## src/rtl/fetch_queue.sv

```systemverilog
// fetch_queue: instruction fetch queue between fetch and decode.
// Optional combinational bypass when empty: define FETCH_QUEUE_BYPASS_EN.
// Ports:
//   clk, rst_n     clock, asynchronous active-low reset
//   flush          discard all entries and suppress this cycle's push/pop
//   in_rec         record from fetch; in_rec.valid requests a push
//   in_ready       queue accepts a push this cycle (!full)
//   out_rec        oldest record; out_rec.valid offers a pop
//   out_ready      decode consumes out_rec this cycle
//   count          stored entries
//   full, empty    count == DEPTH, count == 0
package fetch_queue_pkg;
  typedef struct packed {
    logic [31:0] pc;
    logic [31:0] inst;
    logic [31:0] predicted_pc;
    logic        prediction_valid;
    logic        valid;
  } if_id_reg_t;
endpackage

module fetch_queue
  import fetch_queue_pkg::*;
#(
  parameter int DEPTH = 4
) (
  input  logic                     clk,
  input  logic                     rst_n,
  input  logic                     flush,
  input  if_id_reg_t               in_rec,
  output logic                     in_ready,
  output if_id_reg_t               out_rec,
  input  logic                     out_ready,
  output logic [$clog2(DEPTH):0]   count,
  output logic                     full,
  output logic                     empty
);
  localparam int AW = $clog2(DEPTH);
  if_id_reg_t     r_mem [DEPTH];
  logic [AW:0]    r_wp, r_rp;
  logic           w_push, w_pop, w_byp;
  assign count    = r_wp - r_rp;
  assign full     = count == (AW+1)'(DEPTH);
  assign empty    = count == '0;
  assign in_ready = !full;
`ifdef FETCH_QUEUE_BYPASS_EN
  // An empty queue hands the incoming record straight to a ready decoder.
  assign w_byp = empty && in_rec.valid && out_ready && !flush;
`else
  assign w_byp = 1'b0;
`endif
  assign w_push = in_rec.valid && in_ready && !flush && !w_byp;
  assign w_pop  = !empty && out_ready && !flush;
  always_comb begin
    out_rec = (flush || empty) ? '0 : r_mem[r_rp[AW-1:0]];
`ifdef FETCH_QUEUE_BYPASS_EN
    // rst_n gating keeps out_rec at zero while reset is held.
    if (empty && in_rec.valid && !flush && rst_n) out_rec = in_rec;
`endif
  end
  always_ff @(posedge clk or negedge rst_n) begin
    if (!rst_n) begin
      r_wp <= '0;
      r_rp <= '0;
    end else if (flush) begin
      r_wp <= '0;
      r_rp <= '0;
    end else begin
      if (w_push) r_wp <= r_wp + 1'b1;
      if (w_pop)  r_rp <= r_rp + 1'b1;
    end
  end
  // Storage is never cleared; only the pointers define what is live.
  always_ff @(posedge clk) begin
    if (w_push) r_mem[r_wp[AW-1:0]] <= in_rec;
  end
endmodule

```

## config.mk

```make
export PLATFORM = sky130hd
export DESIGN_NAME = fetch_queue
export DESIGN_NICKNAME = d
export VERILOG_FILES = /design/src/rtl/fetch_queue.sv
export SDC_FILE = /design/constraint.sdc
export NUM_CORES = 1
export LEC_CHECK = 0
export CORE_MARGIN = 10
export CORE_UTILIZATION = 40
export DETAILED_ROUTE_END_ITERATION = 7
export PLACE_DENSITY = 0.68
export REMOVE_ABC_BUFFERS = 1
export SYNTH_ARGS = -nofsm -noshare
export SYNTH_HDL_FRONTEND = slang
export SYNTH_SLANG_ARGS = --single-unit
```

## constraint.sdc

```tcl
create_clock -name clk -period 13.8 [get_ports clk]
set_input_delay 1.38 -clock clk [delete_from_list [all_inputs] [get_ports clk]]
set_output_delay 1.38 -clock clk [all_outputs]
set_load 0.1 [all_outputs]
```

==> implementation parameters <==
Parameter                              Value

STA
  Measured slew at the worst slew-check pin    1.01 ns
  Final count of pins violating max slew    0
  Setup repair after global routing missed its margin    false
  Setup-violating endpoint count in the final report    0
  Hold Fails Final Rpt    0
  Total negative setup slack    0 ns
  Highest clock rate    approximately 160 MHz
  Final min period    6.11 ns
  Final period utilization    44.3%
  Tightest slew margin relative to the limit    32.6%
  Final Skew    0.0205 ns

Yosys
  Cell types occupying the most area after synthesis    edfxtp_1 77%, mux4_2 14%, nor2b_1 4.1%
  Syn Inst Count    673
  Yosys reg bits    between 300 and 400
  Dominant register cell in the synthesized netlist    edfxtp_1
  EDFF count, synth    392
  Library cell with the largest summed area after synthesis    edfxtp_1
  Synth unique cells    25
  Number of synthesis warnings    0
  Post-synth design cell area    15300 um2
  Fraction of synthesis flops using an asynchronous set or reset pin    1.51%
  Area share of the leading cell type in the synthesized netlist    77.0%
  Mean Syn Cell Area    22.7 um2
  Fraction of the yosys area taken by sequential cells    slightly below 80%

Setup path
  Data arrival time of the critical path    between 4 and 5 ns
  Required time at the endpoint of the critical path    12.42 ns
  Sort of element at the end of the critical path    output port
  Crit Path Class    input pin to output port
  Critical Path Source Type    input pin
  Crit-path max FO    55

Clock network
  CTS Root Cell    clkbuf_16
  Clock latency on the worst-skew pair    0.56 ns
  CTS tree    yes
  Post-CTS repair timing setup buffer count    0
  Number of sinks driven by the clock tree    398
  Clock buffers created by TritonCTS    between 40 and 50
  Number of gates resized after CTS    0
  Deepest level of the CTS H-tree    2
  Longest Clk Path Bufs    3
  Hold buffers post-CTS    0
  Clock transition at the register clock pins on the worst setup and hold paths after CTS    0.05 ns

Detailed routing
  Number of iterations in the first detailed-routing pass    4
  Vias    7199
  Drt first-iter violations    approximately 470
  Routed WL    around 31 mm
  Routed wire length per instance    21.6 um
  Number of vias per cell    4.97
  Antenna violation net count after detailed routing    0
  Total DRC errors in the routed layout    0

Min path
  Type of the worst min-delay path    flop to flop

Global routing
  GRT Residual Overflow    0
  Initial antenna violation count    3
  Largest net degree at the start of global routing    56
  Gr usage total    between 10% and 20%
  Global-route wire length before repair    48.1 mm
  Vias in the first global route    7934

Die
  Placement row count    71
  Horizontal die dimension    roughly 220 um
  Area of the die    46400 um2
  Initial Util    40.6%
  Boundary Pins    206
  Core region area    ~38000 um2
  Y dimension of the die    215 um

Run status
  Outcome    complete, no violations

Place
  Number of port buffers    205
  Placer Congestion    approximately 0.67
  Detailed placement HPWL    roughly 19 mm

Finish
  Filler cells    3098
  Most common library cell in the layout ignoring fill and taps    edfxtp_1
  Area growth from synthesis to layout    25.5%
  Layout cell share with drive strength beyond 1    19.2%
  Fin nets    between 1000 and 1500
  Highest-count cells in the layout ignoring fill and taps    392 x edfxtp_1, 205 x clkdlybuf4s50_1, 101 x nor2b_1

Job
  Number of maximum-capacitance constraint violations    0
[Yosys cell counts (2+ instances only)]
cell / count
and2_1: 2
buf_2: 21
buf_6: 2
clkbuf_1: 9
dfrtp_1: 6
edfxtp_1: 392
ha_1: 6
inv_1: 5
mux2_2: 4
mux2i_1: 2
mux4_2: 98
nand2_1: 2
nand2b_1: 4
nor2_1: 6
nor2b_1: 101
nor3b_1: 4
[critical path: stages]
cell and delay (ns):
clkdlybuf4s50_1 0.89, o21bai_4 0.24, buf_4 0.46, buf_4 0.56, nor2b_1 0.11, clkdlybuf4s50_1 1.00
[path summary, 6_finish.rpt]
check / from / end / slack, ns / cells past startpoint
max in group asynchronous: rst_n / r_rp[0]$_DFFE_PN0P_ / 12.45 / 1
hold reg to reg: r_wp[1]$_DFFE_PN0P_ / r_wp[1]$_DFFE_PN0P_ / 0.62 / 2
min in group asynchronous: rst_n / r_wp[2]$_DFFE_PN0P_ / 1.09 / 1
hold / removal: r_wp[1]$_DFFE_PN0P_ / r_wp[1]$_DFFE_PN0P_ / 0.62 / 2
setup reg to reg: r_rp[1]$_DFFE_PN0P_ / r_mem[0][4]$_DFFE_PP_ / 10.05 / 6
setup / recovery: flush / out_rec[46] / 7.69 / 6
[sequential cells by signal (all words and copies together), names as in the netlist]
| signal | flops |
|---|---|
| r_mem | 392 |
| r_rp | 3 |
| r_wp | 3 |
[per-layer routing]
metal  routed length (um)  vias up  track usage [%]  part of all wire, %
li1                     -     3210                -                    -
met1                13300     3742             17.0                   43
met2                15200      197             21.6                   49
met3                 2060       48             4.01                  6.6
met4                  635        2             4.53                  2.0
met5                   12        -                0                0.038
[logic make-up after synthesis]
family / count (synthesis) / share of synthesized area [%]
adders and majority gates: 7 / 0.622
AOI/OAI and AO/OA: 6 / 0.368
buffers and inverters: 38 / 1.23
DFF: 398 / 78.0
and+or+nand+nor: 119 / 4.77
xor gates and xnor gates: 1 / 0.164
muxes: 104 / 14.9
[area by class of cell]
cell class                      instances  area, um2  share of cell area, %
Antenna cell                            2       5.00                 0.0261
Clock buffer                           56       1120                   5.86
Clock inverter                         18       93.8                  0.489
Inverter                                5       18.8                 0.0978
Multi-Input combinational cell        237       3200                   16.7
Sequential cell                       398      11900                   62.2
Tap cell                              511        639                   3.33
Timing Repair Buffer                  222       2180                   11.4
[through the flow]
step	setup slack [ns]	util (%)	hold slack (ns)	cells	instance area, um2
5_1_grt	7.46	50.9	0.687	1447	19200
2_1_floorplan	0.594	-	0.554	640	15100
3_3_place_gp	7.69	47.7	0.595	1373	18000
6_report	7.69	50.9	0.618	1449	19200
4_1_cts	7.60	50.9	0.621	1447	19200
3_5_place_dp	7.60	47.7	0.614	1373	18000
Power is not shown: default switching activity piles up to over one toggle a cycle in this logic, so the estimate is an artifact.
